==> src/rtl/wb_bus_pkg.sv <==
// -----------------------------------------------------------------------------
// wb_bus_pkg
// Shared definitions for the rvj1 Wishbone interconnect.
//   - Wishbone B4 classic width constants
//   - arbiter state encoding
//   - default SoC memory map (IRAM / DRAM / UART windows)
//   - address match helper used by the decoder
// -----------------------------------------------------------------------------
package wb_bus_pkg;

    localparam int unsigned WB_ADR_W = 32;
    localparam int unsigned WB_DAT_W = 32;
    localparam int unsigned WB_SEL_W = 4;

    typedef enum logic [1:0] {
        IDLE = 2'd0,
        BUSY = 2'd1,
        ERR  = 2'd2
    } wb_state_e;

    // Default memory map: three 16 KiB windows starting at 0x3000_0000.
    localparam logic [WB_ADR_W-1:0] IRAM_BASE = 32'h3000_0000;
    localparam logic [WB_ADR_W-1:0] IRAM_MASK = 32'hFFFF_C000;
    localparam logic [WB_ADR_W-1:0] DRAM_BASE = 32'h3000_4000;
    localparam logic [WB_ADR_W-1:0] DRAM_MASK = 32'hFFFF_C000;
    localparam logic [WB_ADR_W-1:0] UART_BASE = 32'h3000_8000;
    localparam logic [WB_ADR_W-1:0] UART_MASK = 32'hFFFF_C000;

    // True when adr falls in the window described by base/mask.
    function automatic logic addr_hit(input logic [WB_ADR_W-1:0] adr,
                                      input logic [WB_ADR_W-1:0] base,
                                      input logic [WB_ADR_W-1:0] mask);
        return (adr & mask) == (base & mask);
    endfunction

endpackage

==> src/rtl/wb_rr_arbiter.sv <==
// -----------------------------------------------------------------------------
// wb_rr_arbiter
// Round-robin grant selection. Searches the request vector upward starting one
// position above the last granted master, wrapping around.
//   i_clk    clock
//   i_rst    asynchronous active-high reset (last grant -> NUM_MASTERS-1)
//   i_req    request vector (one bit per master)
//   i_load   commit o_grant as the new last grant
//   o_grant  one-hot winner for the current request vector (combinational)
// -----------------------------------------------------------------------------
module wb_rr_arbiter
    import wb_bus_pkg::*;
#(
    parameter int unsigned NUM_MASTERS = 3
) (
    input  logic                   i_clk,
    input  logic                   i_rst,
    input  logic [NUM_MASTERS-1:0] i_req,
    input  logic                   i_load,
    output logic [NUM_MASTERS-1:0] o_grant
);

    localparam logic [NUM_MASTERS-1:0] ONE      = NUM_MASTERS'(1);
    localparam logic [NUM_MASTERS-1:0] LAST_RST = ONE << (NUM_MASTERS - 1);

    logic [NUM_MASTERS-1:0] r_last;
    logic [NUM_MASTERS-1:0] w_upto_last;
    logic [NUM_MASTERS-1:0] w_req_hi;
    logic [NUM_MASTERS-1:0] w_pick;

    // r_last is one-hot; (r_last << 1) - 1 sets every bit at or below it.
    // For the top master the shift wraps to 0 and the subtraction yields all ones.
    assign w_upto_last = (r_last << 1) - ONE;
    assign w_req_hi    = i_req & ~w_upto_last;
    // Requests above the last grant win; otherwise wrap to the lowest request.
    assign w_pick      = (|w_req_hi) ? w_req_hi : i_req;
    // Isolate the lowest set bit.
    assign o_grant     = w_pick & (~w_pick + ONE);

    always_ff @(posedge i_clk or posedge i_rst) begin
        if (i_rst) begin
            r_last <= LAST_RST;
        end else if (i_load && (|o_grant)) begin
            r_last <= o_grant;
        end
    end

endmodule

==> src/rtl/wb_bus_arbiter.sv <==
// -----------------------------------------------------------------------------
// wb_bus_arbiter
// Wishbone B4 classic arbiter + address decoder. Connects NUM_MASTERS masters to
// NUM_SLAVES slaves with round-robin arbitration, bus locking while the granted
// master holds cyc, mask/base decode, and a bus error for unmapped addresses or
// slave timeouts.
//   wb_clk_i / wb_rst_i          clock, asynchronous active-high reset
//   m_cyc_i/stb_i/we_i/sel_i/
//   m_adr_i/dat_i                packed per-master request signals
//   m_ack_o/err_o                per-master responses (granted master only)
//   m_dat_o                      selected slave read data, replicated per master
//   s_cyc_o/stb_o                per-slave cycle/strobe
//   s_we_o/sel_o/adr_o/dat_o     shared slave request signals
//   s_ack_i/dat_i                per-slave responses
//   grant_o                      one-hot current grant (debug)
// Slave k occupies bits [32k+31:32k] of SLAVE_BASE / SLAVE_MASK.
// -----------------------------------------------------------------------------
module wb_bus_arbiter
    import wb_bus_pkg::*;
#(
    parameter int unsigned                 NUM_MASTERS = 3,
    parameter int unsigned                 NUM_SLAVES  = 3,
    parameter logic [NUM_SLAVES*32-1:0]    SLAVE_BASE  = {UART_BASE, DRAM_BASE, IRAM_BASE},
    parameter logic [NUM_SLAVES*32-1:0]    SLAVE_MASK  = {UART_MASK, DRAM_MASK, IRAM_MASK},
    parameter int unsigned                 TIMEOUT     = 255
) (
    input  logic                            wb_clk_i,
    input  logic                            wb_rst_i,

    input  logic [NUM_MASTERS-1:0]          m_cyc_i,
    input  logic [NUM_MASTERS-1:0]          m_stb_i,
    input  logic [NUM_MASTERS-1:0]          m_we_i,
    input  logic [WB_SEL_W*NUM_MASTERS-1:0] m_sel_i,
    input  logic [WB_ADR_W*NUM_MASTERS-1:0] m_adr_i,
    input  logic [WB_DAT_W*NUM_MASTERS-1:0] m_dat_i,
    output logic [NUM_MASTERS-1:0]          m_ack_o,
    output logic [NUM_MASTERS-1:0]          m_err_o,
    output logic [WB_DAT_W*NUM_MASTERS-1:0] m_dat_o,

    output logic [NUM_SLAVES-1:0]           s_cyc_o,
    output logic [NUM_SLAVES-1:0]           s_stb_o,
    output logic                            s_we_o,
    output logic [WB_SEL_W-1:0]             s_sel_o,
    output logic [WB_ADR_W-1:0]             s_adr_o,
    output logic [WB_DAT_W-1:0]             s_dat_o,
    input  logic [NUM_SLAVES-1:0]           s_ack_i,
    input  logic [WB_DAT_W*NUM_SLAVES-1:0]  s_dat_i,

    output logic [NUM_MASTERS-1:0]          grant_o
);

    localparam logic [15:0] TIMEOUT_M1 = 16'(TIMEOUT - 1);

    wb_state_e              r_state;
    logic [NUM_MASTERS-1:0] r_grant;
    logic [15:0]            r_cnt;
    logic                   r_err;

    logic [NUM_MASTERS-1:0] w_rr_grant;
    logic                   w_rr_load;

    logic                   w_cyc;
    logic                   w_stb;
    logic                   w_we;
    logic [WB_SEL_W-1:0]    w_sel;
    logic [WB_ADR_W-1:0]    w_adr;
    logic [WB_DAT_W-1:0]    w_dat;

    logic [NUM_SLAVES-1:0]  w_hit;
    logic                   w_any_hit;
    logic                   w_slv_ack;
    logic [WB_DAT_W-1:0]    w_slv_dat;

    logic                   w_busy;
    logic                   w_req_live;
    logic                   w_ack;

    // -------------------------------------------------------------------------
    // Round-robin grant selection
    // -------------------------------------------------------------------------
    assign w_rr_load = (r_state == IDLE) && (|m_cyc_i);

    wb_rr_arbiter #(
        .NUM_MASTERS (NUM_MASTERS)
    ) u_rr (
        .i_clk   (wb_clk_i),
        .i_rst   (wb_rst_i),
        .i_req   (m_cyc_i),
        .i_load  (w_rr_load),
        .o_grant (w_rr_grant)
    );

    // -------------------------------------------------------------------------
    // Master mux (AND-OR over the one-hot grant; all zero when nothing granted)
    // -------------------------------------------------------------------------
    always_comb begin
        w_cyc = 1'b0;
        w_stb = 1'b0;
        w_we  = 1'b0;
        w_sel = '0;
        w_adr = '0;
        w_dat = '0;
        for (int unsigned i = 0; i < NUM_MASTERS; i++) begin
            if (r_grant[i]) begin
                w_cyc = m_cyc_i[i];
                w_stb = m_stb_i[i];
                w_we  = m_we_i[i];
                w_sel = m_sel_i[i*WB_SEL_W +: WB_SEL_W];
                w_adr = m_adr_i[i*WB_ADR_W +: WB_ADR_W];
                w_dat = m_dat_i[i*WB_DAT_W +: WB_DAT_W];
            end
        end
    end

    // -------------------------------------------------------------------------
    // Address decode: lowest matching slave wins
    // -------------------------------------------------------------------------
    always_comb begin
        w_hit     = '0;
        w_any_hit = 1'b0;
        for (int unsigned k = 0; k < NUM_SLAVES; k++) begin
            if (!w_any_hit && addr_hit(w_adr, SLAVE_BASE[k*32 +: 32], SLAVE_MASK[k*32 +: 32])) begin
                w_hit[k]  = 1'b1;
                w_any_hit = 1'b1;
            end
        end
    end

    always_comb begin
        w_slv_ack = 1'b0;
        w_slv_dat = '0;
        for (int unsigned k = 0; k < NUM_SLAVES; k++) begin
            if (w_hit[k]) begin
                w_slv_ack = s_ack_i[k];
                w_slv_dat = s_dat_i[k*WB_DAT_W +: WB_DAT_W];
            end
        end
    end

    // -------------------------------------------------------------------------
    // Slave-side and master-side outputs
    // -------------------------------------------------------------------------
    assign w_busy     = (r_state == BUSY);
    assign w_req_live = w_busy && w_cyc;
    assign w_ack      = w_req_live && w_stb && w_slv_ack;

    assign s_cyc_o = w_req_live           ? w_hit : '0;
    assign s_stb_o = (w_req_live && w_stb) ? w_hit : '0;
    assign s_we_o  = w_we;
    assign s_sel_o = w_sel;
    assign s_adr_o = w_adr;
    assign s_dat_o = w_dat;

    assign m_ack_o = w_ack ? r_grant : '0;
    assign m_err_o = r_err ? r_grant : '0;
    assign m_dat_o = {NUM_MASTERS{w_busy ? w_slv_dat : {WB_DAT_W{1'b0}}}};
    assign grant_o = r_grant;

    // -------------------------------------------------------------------------
    // Control FSM
    // -------------------------------------------------------------------------
    always_ff @(posedge wb_clk_i or posedge wb_rst_i) begin
        if (wb_rst_i) begin
            r_state <= IDLE;
            r_grant <= '0;
            r_cnt   <= '0;
            r_err   <= 1'b0;
        end else begin
            r_err <= 1'b0;
            case (r_state)
                IDLE: begin
                    r_cnt <= '0;
                    if (|m_cyc_i) begin
                        r_grant <= w_rr_grant;
                        r_state <= BUSY;
                    end
                end
                BUSY: begin
                    if (!w_cyc) begin
                        // Lock released.
                        r_state <= IDLE;
                        r_grant <= '0;
                        r_cnt   <= '0;
                    end else if (!w_stb || w_ack) begin
                        // An ack on the timeout cycle still wins.
                        r_cnt <= '0;
                    end else if (!w_any_hit) begin
                        r_state <= ERR;
                        r_err   <= 1'b1;
                        r_cnt   <= '0;
                    end else if (r_cnt == TIMEOUT_M1) begin
                        // TIMEOUT strobe cycles without ack: error on the next one.
                        r_state <= ERR;
                        r_err   <= 1'b1;
                        r_cnt   <= '0;
                    end else begin
                        r_cnt <= r_cnt + 16'd1;
                    end
                end
                ERR: begin
                    if (w_cyc) begin
                        r_state <= BUSY;
                    end else begin
                        r_state <= IDLE;
                        r_grant <= '0;
                    end
                end
                default: begin
                    r_state <= IDLE;
                    r_grant <= '0;
                end
            endcase
        end
    end

endmodule

==> config.mk <==
export PLATFORM = sky130hd
export DESIGN_NAME = wb_bus_arbiter
export DESIGN_NICKNAME = d
export VERILOG_FILES = /design/src/rtl/wb_bus_pkg.sv /design/src/rtl/wb_rr_arbiter.sv /design/src/rtl/wb_bus_arbiter.sv
export SDC_FILE = /design/constraint.sdc
export NUM_CORES = 1
export LEC_CHECK = 0
export ABC_AREA = 1
export CAP_MARGIN = 25
export CORE_AREA = 3 3 190 192
export CTS_CLUSTER_SIZE = 8
export DETAILED_ROUTE_END_ITERATION = 8
export DIE_AREA = 0 0 193 195
export PLACE_DENSITY_LB_ADDON = 0.2
export SLEW_MARGIN = 10
export SYNTH_ARGS = -nofsm -noshare
export SYNTH_HDL_FRONTEND = slang
export SYNTH_HIERARCHICAL = 1
export SYNTH_SLANG_ARGS = --single-unit
==> constraint.sdc <==
create_clock -name wb_clk_i -period 2.9 [get_ports wb_clk_i]
set_input_delay 0.435 -clock wb_clk_i [delete_from_list [all_inputs] [get_ports wb_clk_i]]
set_output_delay 0.435 -clock wb_clk_i [all_outputs]
set_load 0.02 [all_outputs]
==> out/metrics.yaml, run 1 <==
clk_pin_slew_ps: 60
place_congestion: 0.8106
finClkSkew_ps: 6.439
drc: 0
syn-num-nets: 1127
setup_slack_ps: -282.4
grt_pass1_vias: 7258
slew_headroom_pct: 53.84
wl_per_cell_um: 18.20
synthCells: 807
vias_per_cell: 4.179
htree_levels: 1
worstPathCellList: "clkinv_8 > buf_8 > or2_1 > nand2_2 > nand4_1 > nor3_4 > nand3_2 > buf_6 > o211ai_1 > o211ai_1 > buf_4 > nor2_4 > buf_6"
ir_worst_vdd_mv: 0.3632
synth-edff-count: 0
tns_ps: -19930
rows: 68
grt_pass1_wl_mm: 43.71
die_area_um2: 37640
clock_sinks: 24
antenna_found_initial: 2
maxCapViolCount: 0
post-route-min-period_ps: 3182
yosysMostFrequentCell: "nand2_1"
setup_viol: 101
syn2layout_area_growth_pct: 128.8
powerDensity_nw_per_um2: 638.6
rsz0062_at_grt: "yes"
synthFlopType: "dfrtp_1"
violations: "negative setup slack"
cts_buffers: 3
drt_wl_total_mm: 31.79
slew_violations: 0
die_y_um: 195
io_pins: 494
grt_max_degree: 99
slowest_stage: "dfrtp_4"
route.vias.total: 7300
drt_iter0_markers: 246
ys_top_cells_by_area: "nand2_1, dfrtp_1, o211ai_1, buf_4, inv_1"
yosysSeqAreaShare_pct: 12.59
cts-hold-fix-buffers: 0
clock_path_buffers: 2
grt_usage_pct: 14.79
clock_latency_ps: 260
synthArstFlopShare_pct: 100.0
placed_area_um2: 10230
critPathLaunchType: "flop"
initial_core_util_pct: 13.81
io_buffers: 493
worstPathArrival_ps: 2750
synth_top_area_share_pct: 12.66
nets: 1613
synth_top_area_cell: "nand2_1"
cts_root_buf: "clkbuf_16"
leakagePower_nw: 4.890
core_um2: 34540
max_stage_delay_ps: 480
cp.required_ps: 2470
worstSetupEndpointType: "output port"
worstMarginPinSlew_ps: 691.7
postLayoutCoreUtil_pct: 31.60
design_area_um2: 10920
yosys-top-cells-count: "nand2_1, inv_1, o211ai_1, buf_4, nand3_1"
drive_gt1_share_pct: 25.85
hold_slack_ps: 350.8
hp-class: "input port to asynchronous set/reset pin"
crit_fanout: 7
tritoncts: "yes"
die_w_um: 193
avgSynthCellArea_um2: 5.913
grt-ovfl-total: 0
postSynthRegisterBits: 24
fmax_mhz: 314.2
drtAntennaViolNets: 0
firstDrtPassIters: 8
dpl.hpwl_mm: 24.59
hold_viol: 0
synth_warnings: 6
status: "finished with violations"
synthDistinctLibCells: 38
netlist_area_um2: 4772
path_class: "flop to output port"
num_antenna_cells: 0
path_buf_inv: 5
post-route-period-util_pct: 109.7
critical_path.top_delay_family: "simple AND/OR/NAND/NOR gates"
[cell families (layout without fill, tap and decap cells)]
logic type / Yosys count / after routing / synth area share, %
simple gates: 314 / 314 / 29.73
compound gates: 216 / 216 / 29.86
xor+xnor: 12 / 12 / 2.202
buf+inv: 235 / 720 / 24.04
flops: 24 / 24 / 12.59
fa+ha+maj: 6 / 6 / 1.573
[path summary, 6_finish.rpt]
check	startpoint	to	slack (ps)	depth (start not counted)
max	grant_o[2]$_DFFE_PP0P_	m_ack_o[2]	-280	13
min	wb_rst_i	u_rr/r_last[0]$_DFFE_PP0P_	350	2
max reg2reg	grant_o[2]$_DFFE_PP0P_	r_cnt[3]$_DFFE_PP0P_	40	20
min reg2reg	u_rr/r_last[1]$_DFFE_PP0P_	u_rr/r_last[1]$_DFFE_PP0P_	520	2
max in group asynchronous	wb_rst_i	r_cnt[13]$_DFFE_PP0P_	1710	3
min in group wb_clk_i	u_rr/r_last[1]$_DFFE_PP0P_	u_rr/r_last[1]$_DFFE_PP0P_	520	2
[layer usage]
metal	track usage, %	vias up	part of all wire [%]
li1	-	3635	-
met5	0	-	0.069
met2	27.09	262	50
met3	3.609	24	8.6
met1	17.70	3375	40
met4	2.250	4	1.7
[cells in the final DEF, fill, tap and decap left out, drive strengths merged, types with 12 or more instances in the layout]
cell type,Yosys,final
or2,12,12
clkbuf,46,23
dfrtp,24,24
a21oi,22,22
nand2,166,166
nor2,42,42
o211ai,66,66
dlymetal6s2s,0,12
clkdlybuf4s50,0,371
a22oi,51,51
buf,74,198
inv,115,114
o21ai,71,71
nand3,66,66
[area by class of cell]
type,instances,area (um2)
tap,455,569.3
sequential,24,605.6
clock inverter,1,30.03
inverter,115,446.7
fill,3807,23630
clock buffer,3,75.07
timing repair buffer,601,5922
multi-input combinational,548,3268
[power breakdown]
group          total (mW)  switching [mW]  leakage (nW)  internal [mW]
combinational        6.14            3.25          4.51           2.88
clock               0.405           0.130        0.0511          0.275
sequential          0.430          0.0526         0.325          0.378
total                6.97            3.44          4.89           3.54
[per-stage QoR]
step / setup WS (ps) / power [mW] / cells
2_1_floorplan: 37.14 / 2.896 / 807
3_3_place_gp: -650.1 / 5.830 / 1706
3_5_place_dp: -641.9 / 5.833 / 1706
4_1_cts: -557.0 / 6.352 / 1714
5_1_grt: -467.1 / 7.492 / 1747
6_report: -282.4 / 6.972 / 1747
[flip-flops by register name, indices dropped and copies added (netlist names)]
name,flops
r_state,2
grant_o,3
u_rr/r_last,2
r_err,1
r_cnt,16
[repair_timing]
action,in CTS,in global routing
cloned,0,6
gates resized for setup,271,307
buffers inserted,4,28
endpoints found under the setup margin,151,164
pin swaps,1,22
Power figures use the tool's default switching activity.
==> run 2, diff against run 1 <==
--- a/config.mk
+++ b/config.mk
@@ -11,7 +11,7 @@
 export CTS_CLUSTER_SIZE = 8
 export DETAILED_ROUTE_END_ITERATION = 8
 export DIE_AREA = 0 0 193 195
-export PLACE_DENSITY_LB_ADDON = 0.2
+export PLACE_DENSITY = 0.46
 export SLEW_MARGIN = 10
 export SYNTH_ARGS = -nofsm -noshare
 export SYNTH_HDL_FRONTEND = slang
==> out/metrics.yaml, run 2 (same netlist as run 1, synthesis figures left out) <==
maxCapViolCount: 0  # unchanged
route.vias.total: 7426  # was 7300
setup_viol: 101  # unchanged
io_pins: 494  # unchanged
design_area_um2: 11770  # was 10920 um2
drive_gt1_share_pct: 30.51  # was 25.85%
cp.required_ps: 2470  # about the same
drc: 0  # unchanged
initial_core_util_pct: 13.81  # unchanged
antenna_found_initial: 2  # unchanged
nFillCells: 3662  # was 3807
cts_root_buf: "clkbuf_16"  # unchanged
grt_usage_pct: 15.89  # was 14.79%
drt_iter0_markers: 320  # was 246
grt_pass1_vias: 7342  # was 7258
drt_wl_total_mm: 33.12  # was 31.79 mm
rsz0062_at_grt: "yes"  # unchanged
path_class: "flop to output port"  # unchanged
worstMarginPinSlew_ps: 510.7  # was 691.7 ps
core_um2: 34540  # unchanged
finClkSkew_ps: 2.552  # was 6.439 ps
leakagePower_nw: 5.240  # was 4.890 nW
worstPathArrival_ps: 2860  # was 2750 ps
clock_path_buffers: 2  # unchanged
seqCellArea_um2: 605.6  # unchanged
crit_start: "grant_o[2]$_DFFE_PP0P_"  # unchanged
setup_slack_ps: -396.1  # was -282.4 ps
grt-ovfl-total: 0  # unchanged
cts_buffers: 3  # unchanged
grt_max_degree: 87  # was 99
powerDensity_nw_per_um2: 661.8  # was 638.6 nW/um2
multi_input_area_um2: 3420  # was 3268 um2
largest_register_ffs: 16  # unchanged
drtAntennaViolNets: 0  # unchanged
critPathLaunchType: "flop"  # unchanged
syn2layout_area_growth_pct: 146.6  # was 128.8%
hold_viol: 0  # unchanged
placed_area_um2: 10460  # was 10230 um2
post-route-min-period_ps: 3296  # was 3182 ps
top_register: "r_cnt"  # unchanged
firstDrtPassIters: 5  # was 8
htree_levels: 1  # unchanged
ir_worst_vdd_mv: 0.3180  # was 0.3632 mV
wl_per_cell_um: 18.60  # was 18.20 um
layout_commonest_cell: "clkdlybuf4s50_1"  # unchanged
worstSetupEndpointType: "output port"  # unchanged
slew_headroom_pct: 65.79  # was 53.84%
cts-hold-fix-buffers: 0  # unchanged
die_y_um: 195  # unchanged
fmax_mhz: 303.4  # was 314.2 MHz
stdcell_count: 1780  # was 1747
layout_common_cells: "clkdlybuf4s50_1, nand2_1, buf_4"  # unchanged
die_w_um: 193  # unchanged
violations: "negative setup slack"  # unchanged
clock_latency_ps: 260  # about the same
hold_slack_ps: 356.3  # was 350.8 ps
post-route-period-util_pct: 113.7  # was 109.7%
hp-class: "input port to asynchronous set/reset pin"  # unchanged
clock_sinks: 24  # unchanged
clk_pin_slew_ps: 70  # was 60 ps
place_congestion: 0.8401  # was 0.8106
rows: 68  # unchanged
vias_per_cell: 4.172  # was 4.179
dpl.hpwl_mm: 26.18  # was 24.59 mm
crit_fanout: 6  # was 7
tritoncts: "yes"  # unchanged
status: "finished with violations"  # unchanged
grt_pass1_wl_mm: 46.23  # was 43.71 mm
rr_startpoint: "grant_o[2]$_DFFE_PP0P_"  # unchanged
dp_cells: 1718  # was 1706
die_area_um2: 37640  # unchanged
io_buffers: 493  # unchanged
slew_violations: 0  # unchanged
nets: 1645  # was 1613
-- run 2: metrics by stage --
step / setup slack (ps) / total power, mW / setup TNS (ps) / utilization, %
after floorplan: 37.14 / 2.896 / 0 / -
after global placement: -762.6 / 6.388 / -71920 / 30.28
after detailed placement: -788.5 / 6.355 / -73120 / 30.28
after CTS: -617.5 / 7.463 / -33540 / 31.73
after global routing: -572.5 / 8.295 / -47420 / 34.07
final: -396.1 / 7.787 / -30800 / 34.07
-- run 2: worst paths after layout --
path                       cells after the start  slack [ps]                    endpoint
max                                           19        -400                  m_dat_o[0]
min                                            2         360  u_rr/r_last[1]$_DFFE_PP0P_
max reg2reg                                   16         200       r_cnt[14]$_DFFE_PP0P_
min reg2reg                                    2         520  u_rr/r_last[1]$_DFFE_PP0P_
max in group asynchronous                      3        2080      grant_o[2]$_DFFE_PP0P_
min in group wb_clk_i                          2         520  u_rr/r_last[1]$_DFFE_PP0P_
-- run 2: what timing repair did --
| item | 4_1_cts | 5_1_grt |
|---|---|---|
| gates resized for setup | 527 | 224 |
| buffers inserted | 37 | 19 |
| endpoints found under the hold margin | 0 | 0 |
| setup endpoints to repair | 140 | 122 |
| gates cloned | 4 | 2 |
| pin swaps | 9 | 28 |
-- run 2: final cells by class --
class,instances,share of cell area (%)
timing repair buffer,633,56.45
sequential,24,5.146
tap,455,4.838
antenna,1,0.02127
multi-input combinational,548,29.06
clock buffer,4,0.7549
inverter,115,3.732
-- run 2: power breakdown --
| group | internal [mW] | switching (mW) | leakage [nW] |
|---|---|---|---|
| registers | 0.378 | 0.0520 | 0.325 |
| logic | 3.40 | 3.62 | 4.87 |
| clock network | 0.211 | 0.126 | 0.0442 |
-- run 2: worst max-delay path, stage by stage (launching register included) --
cell	delay, ps
dfrtp_4	540
buf_12	170
buf_12	140
buf_6	110
a21oi_2	90
nand2_1	70
nand2_2	80
inv_2	50
buf_6	110
nor3_4	210
buf_6	160
buf_12	120
buf_6	100
buf_6	80
nand3_2	50
o211ai_1	80
o211ai_1	120
inv_2	110
buf_6	110
buf_6	100
-- run 2: layer usage --
layer	routed length, um	part of all wire (%)	GRT usage [%]
met5	19	0.057	0
met4	472	1.4	2.384
met3	2615	7.9	3.214
met2	16850	51	29.55
met1	13160	40	19.06
